[src/rtl/mem_stage.sv]
// mem_stage: RV64 memory-access stage with byte-lane alignment, load extension and req/ack stalling
// Ports: execute-side in* controls/operands, stall back to upstream,
//        mem* req/ack data-memory port, out* write-back slot (outData also feeds forwarding).
module mem_stage #(
  parameter int BUS_DATA_WIDTH = 64
) (
  input  logic                      clk,
  input  logic                      reset_n,
  input  logic                      inValid,
  input  logic                      inMemRead,
  input  logic                      inMemWrite,
  input  logic                      inMemOrReg,
  input  logic                      inRegWrite,
  input  logic [4:0]                inRd,
  input  logic [2:0]                inFunct3,
  input  logic [BUS_DATA_WIDTH-1:0] inResult,
  input  logic [BUS_DATA_WIDTH-1:0] inStoreData,
  output logic                      stall,
  output logic                      memReq,
  output logic                      memWe,
  output logic [BUS_DATA_WIDTH-1:0] memAddr,
  output logic [BUS_DATA_WIDTH-1:0] memWdata,
  output logic [7:0]                memWstrb,
  input  logic                      memAck,
  input  logic [BUS_DATA_WIDTH-1:0] memRdata,
  output logic                      outValid,
  output logic                      outRegWrite,
  output logic [4:0]                outRd,
  output logic [BUS_DATA_WIDTH-1:0] outData,
  output logic                      outMisaligned
);
  localparam int W = BUS_DATA_WIDTH;
  typedef enum logic {IDLE, REQ} state_t;
  state_t state_q, state_d;
  logic [W-1:0] res_q, res_d, wdata_q, wdata_d, odata_q, odata_d, raw, ext;
  logic [7:0] wstrb_q, wstrb_d, strb;
  logic [4:0] rd_q, rd_d, ord_q, ord_d;
  logic [2:0] f3_q, f3_d, off;
  logic we_q, we_d, rw_q, rw_d, mor_q, mor_d;
  logic ovalid_q, ovalid_d, orw_q, orw_d, omis_q, omis_d;
  logic mem_op, mis, go;
  assign off    = inResult[2:0];
  assign mem_op = inMemRead | inMemWrite;
  // unused funct3 encodings fold into the misaligned path so they never reach the bus
  assign mis = (inMemWrite ? inFunct3[2] : inFunct3 == 3'b111)
             | (inFunct3[1:0] == 2'd1 & off[0])
             | (inFunct3[1:0] == 2'd2 & |off[1:0])
             | (inFunct3[1:0] == 2'd3 & |off);
  assign go    = state_q == IDLE & inValid & mem_op & ~mis;
  assign stall = go | state_q == REQ;
  assign strb = inFunct3[1:0] == 2'd0 ? 8'h01 << off :
                inFunct3[1:0] == 2'd1 ? 8'h03 << off :
                inFunct3[1:0] == 2'd2 ? 8'h0F << off : 8'hFF;
  assign raw = memRdata >> {res_q[2:0], 3'b000};
  always_comb begin
    ext = raw;
    case (f3_q)
      3'b000: ext = {{(W-8){raw[7]}}, raw[7:0]};
      3'b001: ext = {{(W-16){raw[15]}}, raw[15:0]};
      3'b010: ext = {{(W-32){raw[31]}}, raw[31:0]};
      3'b100: ext = {{(W-8){1'b0}}, raw[7:0]};
      3'b101: ext = {{(W-16){1'b0}}, raw[15:0]};
      3'b110: ext = {{(W-32){1'b0}}, raw[31:0]};
      default: ext = raw;
    endcase
  end
  always_comb begin
    state_d  = state_q;
    res_d    = res_q;
    wdata_d  = wdata_q;
    wstrb_d  = wstrb_q;
    we_d     = we_q;
    rw_d     = rw_q;
    mor_d    = mor_q;
    rd_d     = rd_q;
    f3_d     = f3_q;
    ovalid_d = 1'b0;
    orw_d    = 1'b0;
    omis_d   = 1'b0;
    ord_d    = ord_q;
    odata_d  = odata_q;
    if (state_q == IDLE) begin
      if (inValid & ~go) begin
        ovalid_d = 1'b1;
        orw_d    = ~mem_op & inRegWrite;
        omis_d   = mem_op;
        ord_d    = inRd;
        odata_d  = mem_op ? '0 : inResult;
      end
      if (go) begin
        state_d = REQ;
        res_d   = inResult;
        wdata_d = inStoreData << {off, 3'b000};
        wstrb_d = inMemWrite ? strb : 8'h00;
        we_d    = inMemWrite;
        rw_d    = inRegWrite;
        mor_d   = inMemOrReg;
        rd_d    = inRd;
        f3_d    = inFunct3;
      end
    end else if (memAck) begin
      state_d  = IDLE;
      ovalid_d = 1'b1;
      orw_d    = ~we_q & rw_q;
      ord_d    = rd_q;
      odata_d  = we_q ? '0 : (mor_q ? ext : res_q);
    end
  end
  always_ff @(posedge clk or negedge reset_n) begin
    if (!reset_n) begin
      state_q  <= IDLE;
      res_q    <= '0;
      wdata_q  <= '0;
      wstrb_q  <= '0;
      we_q     <= 1'b0;
      rw_q     <= 1'b0;
      mor_q    <= 1'b0;
      rd_q     <= '0;
      f3_q     <= '0;
      ovalid_q <= 1'b0;
      orw_q    <= 1'b0;
      omis_q   <= 1'b0;
      ord_q    <= '0;
      odata_q  <= '0;
    end else begin
      state_q  <= state_d;
      res_q    <= res_d;
      wdata_q  <= wdata_d;
      wstrb_q  <= wstrb_d;
      we_q     <= we_d;
      rw_q     <= rw_d;
      mor_q    <= mor_d;
      rd_q     <= rd_d;
      f3_q     <= f3_d;
      ovalid_q <= ovalid_d;
      orw_q    <= orw_d;
      omis_q   <= omis_d;
      ord_q    <= ord_d;
      odata_q  <= odata_d;
    end
  end
  assign memReq        = state_q == REQ;
  assign memWe         = we_q;
  assign memAddr       = {res_q[W-1:3], 3'b000};
  assign memWdata      = wdata_q;
  assign memWstrb      = wstrb_q;
  assign outValid      = ovalid_q;
  assign outRegWrite   = orw_q;
  assign outMisaligned = omis_q;
  assign outRd         = ord_q;
  assign outData       = odata_q;
endmodule

[config.mk]
export PLATFORM = sky130hd
export DESIGN_NAME = mem_stage
export DESIGN_NICKNAME = d
export VERILOG_FILES = /design/src/rtl/mem_stage.sv
export SDC_FILE = /design/constraint.sdc
export NUM_CORES = 1
export LEC_CHECK = 0
export CAP_MARGIN = 15
export CORE_MARGIN = 2
export CORE_UTILIZATION = 30
export DETAILED_ROUTE_END_ITERATION = 16
export PLACE_DENSITY = 0.54
export SYNTH_ARGS = -nofsm -noshare
export SYNTH_HDL_FRONTEND = slang
export SYNTH_SLANG_ARGS = --single-unit
[constraint.sdc]
create_clock -name clk -period 3.9 [get_ports clk]
set_clock_uncertainty 0.15 [all_clocks]
set_input_delay 0.78 -clock clk [delete_from_list [all_inputs] [get_ports clk]]
set_output_delay 0.78 -clock clk [all_outputs]
set_load 0.03 [all_outputs]
==> results of run 1 <==
-- state kept, by name, summed over array words and instances (netlist names), 3 cells and up --
name and flops:
memWdata 64, outData 64, res_q 64, memWstrb 8, outRd 5, rd_q 5, f3_q 3
-- layout by cell type, fill, tap and decap left out, drive strengths merged, types with 3 or more instances in the layout --
master           n
clkdlybuf4s50  411
nand2          231
dfrtp          220
mux2i          149
o21ai          125
mux2           105
nor2            90
buf             49
clkbuf          43
o31ai           40
a21oi           35
a311oi          33
a211oi          25
nor4b           23
and2            17
o21a            13
and4b           13
a31oi           12
a2bb2oi         11
nor2b           11
inv             11
nand3            9
o22a             9
o221ai           9
ha               9
nand2b           8
o32ai            8
a32oi            8
mux4             7
clkinv           6
nor3             6
nand3b           5
o211ai           4
a21o             3
a22o             3
conb             3
-- power by group through the flow --
stage	combinational (µW)	clock [µW]	sequential (µW)
6_report	5340	2740	3350
3_5_place_dp	5360	0	3380
4_1_cts	5370	2800	3350
5_1_grt	5650	2900	3430
2_1_floorplan	2690	0	3920
3_3_place_gp	5310	0	3370
-- cell usage after synthesis (all sizes together), types with 3 or more instances --
cell type,number
nand2b,8
inv,10
nor3,6
o21ai,125
o31ai,40
nand3b,5
o21a,13
a32oi,8
a22o,3
o221ai,9
mux4,7
and4b,13
mux2i,149
nor4b,23
a21oi,35
nor2,90
nand3,9
o32ai,8
a211oi,25
a31oi,12
dfrtp,220
o211ai,4
clkbuf,74
nand2,231
a21o,3
buf,115
nor2b,11
mux2,105
ha,9
a2bb2oi,11
and2,17
o22a,9
a311oi,33
-- kinds of logic after synthesis --
family / share of synthesized area (%)
buffers and inverters: 7.77
AND/OR/NAND/NOR: 13.6
flip-flops: 39.3
other: 0.0268
multiplexers: 20.2
AO/OA/AOI/OAI: 18.3
adder cells (fa/ha/maj): 0.803
-- worst max-delay path, stage by stage --
cell and delay, ns:
clkdlybuf4s50_1 0.47, a21boi_0 0.19, o21ai_1 0.10, buf_4 0.16, or4_4 0.57, nand2_4 0.10
buf_4 0.15
-- per-layer routing --
layer	routed length [µm]	global-route usage, %	up-vias
met1	24700	31.0	6231
met4	1360	5.70	2
met3	4390	4.84	64
met5	8	0	-
li1	-	-	5842
met2	27200	38.4	490
-- stage by stage --
step	power (µW)	utilization (%)	setup slack (ns)	cell area, µm²
2_1_floorplan	6610	-	0.0136	14100
3_3_place_gp	8690	39.6	0.262	18300
3_5_place_dp	8740	39.6	0.431	18400
4_1_cts	11500	41.7	0.429	19300
5_1_grt	12000	41.8	0.340	19400
6_report	11400	41.8	0.444	19400
-- worst paths after layout --
kind / startpoint / endpoint / slack [ns]
worst max-delay path: inResult[2] / stall / 0.44
worst min register to register: memWdata[14]$_DFFE_PN0P_ / memWdata[14]$_DFFE_PN0P_ / 0.32
max in group asynchronous: reset_n / mor_q$_DFFE_PN0P_ / 2.56
min in group clk: memWdata[14]$_DFFE_PN0P_ / memWdata[14]$_DFFE_PN0P_ / 0.32
worst min-delay path: reset_n / res_q[46]$_DFFE_PN0P_ / 0.1
worst max register to register: res_q[1]$_DFFE_PN0P_ / outData[63]$_DFFE_PN0P_ / 1.02
-- area by class of cell --
cell class	count	area [µm²]	area share, %
multi-input combinational	1043	7470	38.6
clock buffer	43	868	4.48
sequential	220	5510	28.5
antenna	2	5.00	0.0258
clock inverter	9	103	0.530
tap	607	759	3.92
inverter	10	40.0	0.207
timing repair buffer	460	4600	23.8
==> out/results.txt, run 1 <==
For this run, the number of standard cells in the final layout without fillers is 2394. Clock share of power: 24.0%. The number of gates resized after CTS was 0. The worst-case IR drop observed on VDD is 0.316 mV. The detailed-placement wirelength estimate was 43000 µm. The minimum clock period after layout was 3.46 ns; the count of flip-flops with a built-in enable after synthesis was 0. The layout cell share with drive strength beyond 1 was 14.2%.

For the post-cts hold buffer count, the log shows 0. Wires add up to 57700 µm. The synthesized flop and latch total was 220; the number of fill cells was 4546. The number of placement rows is 79. The cell area that synthesis handed to floorplanning was 14000 µm².

In this run switching power makes up 41.2% of total power. Across the run, the number of max-cap violations was 0. Number of cells produced by synthesis: 1460. The static leakage power was 0.00794 µW; the via density per instance was 5.28. For this design the ratio of total power to cell area is 590 nW/µm².

In this run the standard cell core region covers 46400 µm². Main flop type after synthesis: dfrtp_1. The smallest hold slack is 0.0994 ns. The number of global-route vias before repair is 12.6k, and the achievable clock frequency is 289 MHz. The buffer depth of the longest clock path is 3, and the internal power component is 6720 µW. The clock latency on the worst-skew pair was 0.58 ns. The share of synthesized area in the top cell type comes to 39.3%. Setup repair after global routing left no endpoint under its margin. By area the synthesized netlist is led by dfrtp_1 39%, mux2i_1 11%, mux2_2 8.4%, nand2_1 6.2%, o21ai_0 4.4%.

Global routing used 23.2% of the available tracks across all layers. The type of origin of the critical path was an input pin. The die extent in x is 220 µm, and the number of cells traversed by the worst register-to-register path is 8. The final critical-path share of the clock period works out to 88.6%. The floorplan step defined a die boundary enclosing 48500 µm². The initial detailed-routing violation count was 882; the global placement routability congestion was 0.895.

The total of buffers placed on input and output ports is 415, and the total vias in the final route is 12.6k. After synthesis, the share of flip-flops with an asynchronous set or reset is 100%. The number of antenna violations at the first check in global routing is 3.

During synthesis, Yosys emitted a total of 0 warnings. TritonCTS built the clock tree. The transition time at the pin with the least slew margin was 1.03 ns; the maximum fanout along the worst path was 3. The worst setup path is of the input pin to primary output kind. In this run, CTS created clock tree buffers numbering 29.

For the logic gate share of total power, the log shows 46.7%. Number of detailed-routing iterations run before antenna repair: 6. The synthesized design spends more area on one cell type than any other, namely dfrtp_1. The I/O pin count came out at 419. In this run the clock root is driven by a clkbuf_16. The tools report the DRC violations left as 0. Once the floorplan was initialized, standard cells occupied 30.2% of the core. The flow ran to the end, and the final reports show no timing, DRC or antenna violations.

The die extent in y is 220 µm, and the setup total negative slack is 0 ns. The final layout contains 1981 nets. For the number of pins exceeding their max-slew limit in the final report, the log shows 0.

For the data required time at the worst endpoint, the log shows 2.97 ns. Clock-pin slew was measured on the worst setup and hold paths at 0.06 ns. The number of library cell types mapped by synthesis is 59, and the post-route antenna net violation count is 0. Wire length of the first global-routing pass: 84500 µm. The analysis attributes to net switching a power of 4700 µW.

The run gives 218 as the pin count of the biggest net entering global routing. The worst hold-check path type is input pin to asynchronous set/reset pin. Counting tap cells, the placed design contains a total of 2339 instances. Registers are responsible for 29.3% of the overall power. Total congestion overflow: 0. The final count of negative-setup-slack endpoints was 0. Routed wirelength normalized by instance count: 24.1 µm. The mean area per synthesized cell was 9.60 µm²; the count of final hold-check violations was 0. The number of clock sinks came out at 220. Count of buffers added by post-CTS timing repair for setup: 0. Data on the critical path arrives at its endpoint at 2.53 ns. Headroom to the max-slew limit came out at 31.4%.

The sort of element at the end of the critical path was a primary output. The total number of H-tree levels is 1. For this run, the register share of the synthesized area comes to 39.3%. Relative to the synthesized area, the layout overhead comes to 38.1%.
No activity file was read; power rests on OpenSTA's default activity.
==> run 2, diff against run 1 <==
- CTS_CLUSTER_DIAMETER: unset -> 40
- TNS_END_PERCENT: unset -> 20
- clock period: 3.9 -> 3 ns (I/O delays scaled with it)
==> run 2 against run 1 <==
Effect of this change: final cell count increased by 3.2%; die area unchanged; hold slack gained 0.15 ns; critical path depth decreased by 1; clock power up 85%; non-clock buffer count increased by 52; flip-flop and latch count stayed put; utilization up 2.3 points; routed wire length is 2.1% higher; via count increased by 3.8%; total power rose by 45%; critical path type unchanged; critical endpoint unchanged; highest routed layer unchanged.
==> out/results.txt, run 2 (synthesis gave the netlist of run 1 again) <==
Wire length of the first global-routing pass: 86500 µm (was 84500 µm). The total congestion overflow is 0 (unchanged). Counting instances, the worst hold path has a depth of 3. The power density of the placed cells was 814 nW/µm² (was 590 nW/µm²); the final critical-path share of the clock period was 98.2%.

For the count of final hold-check violations, the log shows 0 (unchanged). The end point of the worst hold path was res_q[0]$_DFFE_PN0P_. The logs give 2.25 ns (was 2.97 ns) for the data required time at the worst endpoint and 220 (unchanged) for the number of clock sinks.

The number of placement rows was 79 (unchanged); the die extent in x was 220 µm (unchanged). Layout cell share with drive strength beyond 1: 18.0% (was 14.2%). Placeable core region: 46400 µm² (unchanged). The critical setup path kind is input pin to primary output (unchanged). The run gives 2.20 ns (was 2.53 ns) as the worst endpoint data arrival time. The number of cells traversed by the worst register-to-register path came out at 7 (was 8). For the number of global-route vias before repair, the log shows 13.1k (was 12.6k). The run gives 2 (was 1) as the total number of H-tree levels.

Launch instance of the worst register-to-register path: res_q[0]$_DFFE_PN0P_ (was res_q[1]$_DFFE_PN0P_). Number of antenna violations at the first check in global routing: 2 (was 3). Sort of element at the end of the critical path: a primary output (unchanged).

The total die area is 48500 µm² (unchanged). The number of placed instances, taps included came out at 2390 (was 2339). The pin count of the biggest net entering global routing was 70 (was 218). The run gives 2470 (was 2394) as the final non-filler cell total. Post-route antenna net violation count: 0 (unchanged). The run gives 0 (was 2) as the number of antenna repair diodes. The worst hold-check path type was input pin to register (was input pin to asynchronous set/reset pin).

The tools report the number of pins exceeding their max-slew limit in the final report as 0 (unchanged). The endpoint of the most critical register-to-register path is outData[27]$_DFFE_PN0P_ (was outData[63]$_DFFE_PN0P_). Detailed-placement wirelength estimate: 44800 µm (was 43000 µm). Cell at the root of the clock tree: clkbuf_16 (unchanged). The area overhead of the layout relative to synthesis was 45.6% (was 38.1%).

For the DRC violations left, the log shows 0 (unchanged). The flow ran to the end, and the final reports show no timing, DRC or antenna violations. The worst reg-to-reg setup slack is 0.25 ns (was 1.02 ns). The tools report the headroom to the max-slew limit as 33.8% (was 31.4%). Timing would allow up to 339 MHz. The static leakage power is 0.00849 µW (was 0.00794 µW).

The tools report the final net count as 2047 (was 1981). The highest-utilization routing layer at the global route stage was met2 (unchanged). The met2 track demand over resource was 39.4% (was 38.4%); the I/O pin count was 419 (unchanged). The number of detailed-routing iterations run before antenna repair was 5 (was 6); the summed area of non-filler cells in the final layout was 20400 µm² (was 19400 µm²). The clock slew seen by the registers of the worst setup and hold paths was 0.04 ns (was 0.06 ns); the minimum clock period after layout was 2.95 ns.

Setup repair after global routing left no endpoint under its margin. The final count of negative-setup-slack endpoints is 0 (unchanged). Maximum fanout along the worst path: 3 (unchanged). The clock latency on the worst-skew pair was 0.55 ns (was 0.58 ns). The total of buffers placed on input and output ports is 415 (unchanged). The via density per instance came out at 5.30 (was 5.28). The run gives 16600 µW (was 11400 µW) as the sum of internal, switching and leakage power.

The routed wirelength normalized by instance count was 23.8 µm (was 24.1 µm). The die extent in y is 220 µm (unchanged), and the total routed wirelength is 58900 µm (was 57700 µm). The global-route met1 utilization came out at 30.9% (was 31.0%).

The leading cell type in the layout, fill and taps excluded was clkdlybuf4s50_1 (unchanged). The global placement routability congestion is 0.891 (was 0.895). The max capacitance violation total was 0 (unchanged). The buffer depth of the longest clock path was 3 (unchanged); the post-place instance area was 18900 µm² (was 18400 µm²). Transition time at the pin with the least slew margin: 0.991 ns (was 1.03 ns).

Initial core utilization: 30.2% (unchanged). For the global router's overall resource usage, the log shows 23.9% (was 23.2%). TritonCTS built the clock tree.

For the number of buffers inserted during clock tree synthesis, the log shows 43 (was 29). The met3 usage was 5.95% (was 4.84%). Type of origin of the critical path: an input pin (unchanged).

The count of buffers added by post-CTS timing repair for setup is 0 (unchanged), and the peak supply drop is 0.446 mV (was 0.316 mV). The initial detailed-routing violation count is 965 (was 882). The tools report the total vias in the final route as 13.1k (was 12.6k).

Commonest non-fill, non-tap cells in the layout: 410 x clkdlybuf4s50_1, 230 x nand2_1, 217 x dfrtp_1 (was 411 x clkdlybuf4s50_1, 230 x nand2_1, 217 x dfrtp_1). The worst hold path startpoint was inResult[0].
[run 2: worst max-delay path by stage]
stage                 startpoint                      end  slack, ns  cells past startpoint
floorplan            inResult[0]                    stall       -0.1                     12
global placement    memRdata[63]  outData[56]$_DFFE_PN0P_      -0.48                      8
detailed placement  memRdata[63]  outData[53]$_DFFE_PN0P_      -0.59                      8
CTS                  inFunct3[0]                    stall       0.02                      6
global route         inFunct3[0]                    stall     0.0005                      7
finish               inFunct3[0]                    stall       0.05                      6
[run 2: worst max-delay path: stages]
cell             delay [ns]
clkdlybuf4s50_1        0.45
and2_4                 0.19
o21a_1                 0.18
or4_4                  0.54
nand2_8                0.07
buf_4                  0.16
[run 2: area by class of cell]
cell class / count / area [µm²]
Clock inverter: 29 / 379
Timing Repair Buffer: 512 / 5090
Inverter: 10 / 47.5
Sequential cell: 220 / 5510
Tap cell: 607 / 759
Clock buffer: 49 / 1120
Fill cell: 4485 / 25900
Multi-Input combinational cell: 1043 / 7500
[run 2: power by group]
part           internal (µW)  switching, µW
Combinational           3020           4130
Sequential              3740            663
Clock                   3320           1760
[run 2: stage by stage]
stage | hold WS [ns] | util [%] | TNS (ns) | setup slack [ns]
floorplan | 0.154 | - | -0.0987 | -0.0987
global placement | 0.316 | 40.7 | -22.34 | -0.482
detailed placement | 0.320 | 40.7 | -26.56 | -0.588
CTS | 0.214 | 44.0 | 0 | 0.0229
global route | 0.237 | 44.0 | 0 | 0.000483
finish | 0.248 | 44.0 | 0 | 0.0539
[run 2: timing repair]
item,4_1_cts,5_1_grt
pin swaps,0,1
hold endpoints to repair,53,0
gates resized for setup,3,0
hold buffers,1,0
endpoints found under the setup margin,4,1
[run 2: metal layers]
layer / vias to the layer above / part of all wire (%)
met1: 6552 / 43
li1: 5992 / -
met2: 471 / 47
met5: - / 0.041
met3: 84 / 7.5
met4: 4 / 2.6
==> run 3, diff against run 2 <==
- CORE_UTILIZATION: 30 -> 44
- PLACE_DENSITY: 0.54 -> 0.75
==> run 3 against run 2 <==
Effect of this change: via count up 1.5%; worst setup slack got worse by 0.010 ns; clock power decreased by 4.9%; total power is 2.0% lower; die area fell by 31%; routed wire length is 9.4% lower; critical path type unchanged; first-iteration DRC count up 1.1%.
==> out/results.txt, run 3 (synthesis gave the netlist of run 1 again) <==
The post-place instance area came out at 18700 µm² (was 18900 µm²). Cell at the root of the clock tree: clkbuf_16 (unchanged). The pre-CTS setup slack came out at -0.0809 ns (was -0.588 ns). Transition time at the pin with the least slew margin: 0.692 ns (was 0.991 ns). The cell class contributing the biggest share of worst-path delay was simple AND/OR/NAND/NOR gates (unchanged). The run gives 5 (unchanged) as the number of detailed-routing iterations run before antenna repair. The final critical-path share of the clock period was 98.5% (was 98.2%); the pin count of the biggest net entering global routing was 73 (was 70). The power density of the placed cells works out to 809 nW/µm² (was 814 nW/µm²). The leading cell type in the layout, fill and taps excluded was clkdlybuf4s50_1 (unchanged).

Global placement routability congestion: 0.912 (was 0.891). The start point of the critical path was inFunct3[1] (was inFunct3[0]). The via density per instance is 5.89 (was 5.30). The tools report the wire length of the first global-routing pass as 80400 µm (was 86500 µm).

Die extent in y: 182 µm (was 220 µm). The endpoint of the most critical register-to-register path was outData[44]$_DFFE_PN0P_ (was outData[27]$_DFFE_PN0P_). The final net count is 2037 (was 2047). The total number of H-tree levels was 2 (unchanged); the number of antenna violations at the first check in global routing was 5 (was 2).

The post-cts resize count was 0 (was 3). The area overhead of the layout relative to synthesis was 43.5% (was 45.6%). The tools report the total die area as 33300 µm² (was 48500 µm²).

The launch instance of the worst register-to-register path was res_q[2]$_DFFE_PN0P_ (was res_q[0]$_DFFE_PN0P_). Met2 track demand over resource: 51.8% (was 39.4%). Total routed wirelength: 53400 µm (was 58900 µm). The count of buffers added by post-CTS timing repair for setup was 0 (unchanged); the minimum clock period after layout was 2.96 ns (was 2.95 ns).

The tools report the DRC violations left as 0 (unchanged). The number of cells traversed by the worst register-to-register path works out to 9 (was 7). The global-route met1 utilization is 38.5% (was 30.9%), and the number of pins exceeding their max-slew limit in the final report is 0 (unchanged). The slowest library cell on the worst path was or4_4 (unchanged).

The run gives 0.00843 µW (was 0.00849 µW) as the static leakage power. The clock slew seen by the registers of the worst setup and hold paths is 0.05 ns (was 0.04 ns). The run gives 0 (unchanged) as the post-route antenna net violation count. The max capacitance violation total is 0 (unchanged), and the worst reg-to-reg setup slack is 0.25 ns (about the same). The final worst setup slack came out at 0.0439 ns (was 0.0539 ns).

Routed wirelength normalized by instance count: 23.6 µm (was 23.8 µm). The total of buffers placed on input and output ports was 415 (unchanged); the total congestion overflow was 0 (unchanged). The detailed-placement wirelength estimate was 40100 µm (was 44800 µm); the layout cell share with drive strength beyond 1 was 17.4% (was 18.0%). The clock latency on the worst-skew pair was 0.53 ns (was 0.55 ns); the initial detailed-routing violation count was 976 (was 965).

The tools report the I/O pin count as 419 (unchanged). The placeable core region came out at 31500 µm² (was 46400 µm²). Setup repair after global routing left no endpoint under its margin. The tools report the endpoint of the worst setup timing path as stall (unchanged). Worst path cell trace: clkdlybuf4s50_1, and2_1, o21a_1, or4_4, nand2_8, buf_12 (was clkdlybuf4s50_1, and2_4, o21a_1, or4_4, nand2_8, buf_4). The run gives 2.21 ns (was 2.20 ns) as the worst endpoint data arrival time. The die extent in x is 182 µm (was 220 µm), and the final count of negative-setup-slack endpoints is 0 (unchanged). The summed area of non-filler cells in the final layout is 20100 µm² (was 20400 µm²). Sort of element at the end of the critical path: a primary output (unchanged).

For the count of final hold-check violations, the log shows 0 (unchanged). The highest-utilization routing layer at the global route stage is met2 (unchanged). For the buffer depth of the longest clock path, the log shows 3 (unchanged). The headroom to the max-slew limit was 53.9% (was 33.8%); the highest cell delay on the worst timing path was 0.57 ns (was 0.54 ns).

Critical setup path kind: input pin to primary output (unchanged). The number of buffers inserted during clock tree synthesis was 40 (was 43). Met3 usage: 8.46% (was 5.95%). Commonest non-fill, non-tap cells in the layout: 411 x clkdlybuf4s50_1, 230 x nand2_1, 217 x dfrtp_1 (was 410 x clkdlybuf4s50_1, 230 x nand2_1, 217 x dfrtp_1). The run gives 13.2k (was 13.1k) as the number of global-route vias before repair.

The count of cell instances traversed by the critical path works out to 6 (unchanged). For the peak supply drop, the log shows 0.401 mV (was 0.446 mV). The total vias in the final route was 13.3k (was 13.1k); the initial core utilization was 44.5% (was 30.2%). The flow ran to the end, and the final reports show no timing, DRC or antenna violations. The worst hold-check path type is input pin to register (unchanged). For the global router's overall resource usage, the log shows 31.4% (was 23.9%). The number of placement rows was 65 (was 79); the achievable clock frequency was 338 MHz (was 339 MHz). The maximum fanout along the worst path is 4 (was 3), and the post-cts hold buffer count is 1 (unchanged).

The type of origin of the critical path is an input pin (unchanged). The total buffers and inverters traversed by the critical path works out to 2 (unchanged). The tools report the number of clock sinks as 220 (unchanged). TritonCTS built the clock tree. Data required time at the worst endpoint: 2.25 ns (about the same).
run 3: changes by cell type in the layout (fill, tap and decap cells not counted), sizes merged:
| cell | previous run | this run |
|---|---|---|
| buf | 100 | 93 |
| dlygate4sd2 | 1 | 0 |
| clkinvlp | 0 | 4 |
| bufinv | 7 | 6 |
| inv | 21 | 14 |
| clkdlybuf4s50 | 410 | 411 |
| clkbuf | 49 | 51 |
| clkinv | 11 | 8 |
| diode | 0 | 5 |
run 3: final cells by class:
class | instances | area [µm²]
fillers | 2518 | 11400
multi-input cells | 1043 | 7500
flip-flops and latches | 220 | 5510
repair buffers | 505 | 5110
clock buffers | 51 | 1110
well taps | 402 | 503
clock inverters | 22 | 315
inverters | 10 | 46.3
diodes | 5 | 12.5
run 3: power breakdown:
part	internal [µW]	switching [µW]
Clock	3160	1650
Combinational	3040	4060
Sequential	3740	632
run 3: worst min-delay path by stage:
| stage | from | endpoint | slack, ns | cells after the start |
|---|---|---|---|---|
| 2_1_floorplan | reset_n | f3_q[0]$_DFFE_PN0P_ | 0.15 | 0 |
| 3_3_place_gp | memWdata[12]$_DFFE_PN0P_ | memWdata[12]$_DFFE_PN0P_ | 0.31 | 2 |
| 3_5_place_dp | memWdata[8]$_DFFE_PN0P_ | memWdata[8]$_DFFE_PN0P_ | 0.32 | 2 |
| 4_1_cts | inResult[0] | res_q[0]$_DFFE_PN0P_ | 0.28 | 3 |
| 5_1_grt | inResult[0] | res_q[0]$_DFFE_PN0P_ | 0.29 | 3 |
| 6_report | inResult[0] | res_q[0]$_DFFE_PN0P_ | 0.29 | 3 |
run 3: layer usage:
layer  wire length (µm)  part of all wire (%)
met5                 16                 0.030
met3               4820                   9.0
met2              25200                    47
met1              20700                    39
met4               2560                   4.8
run 3: stage by stage:
step                std cells  util (%)  TNS [ns]  power (µW)  hold slack, ns
floorplan                1462         -   -0.0987        8610           0.154
global placement         2179      59.3     -1.79       11400           0.314
detailed placement       2179      59.3     -3.51       11500           0.321
CTS                      2253      63.9         0       16300           0.281
global route             2257      63.9         0       16900           0.292
finish                   2258      63.9         0       16300           0.294
run 3: tightest hold or removal path: cells and delay by family:
kind | cells | cell delay, ns
buf+inv | 2 | 0.25
compound gates | 1 | 0.08
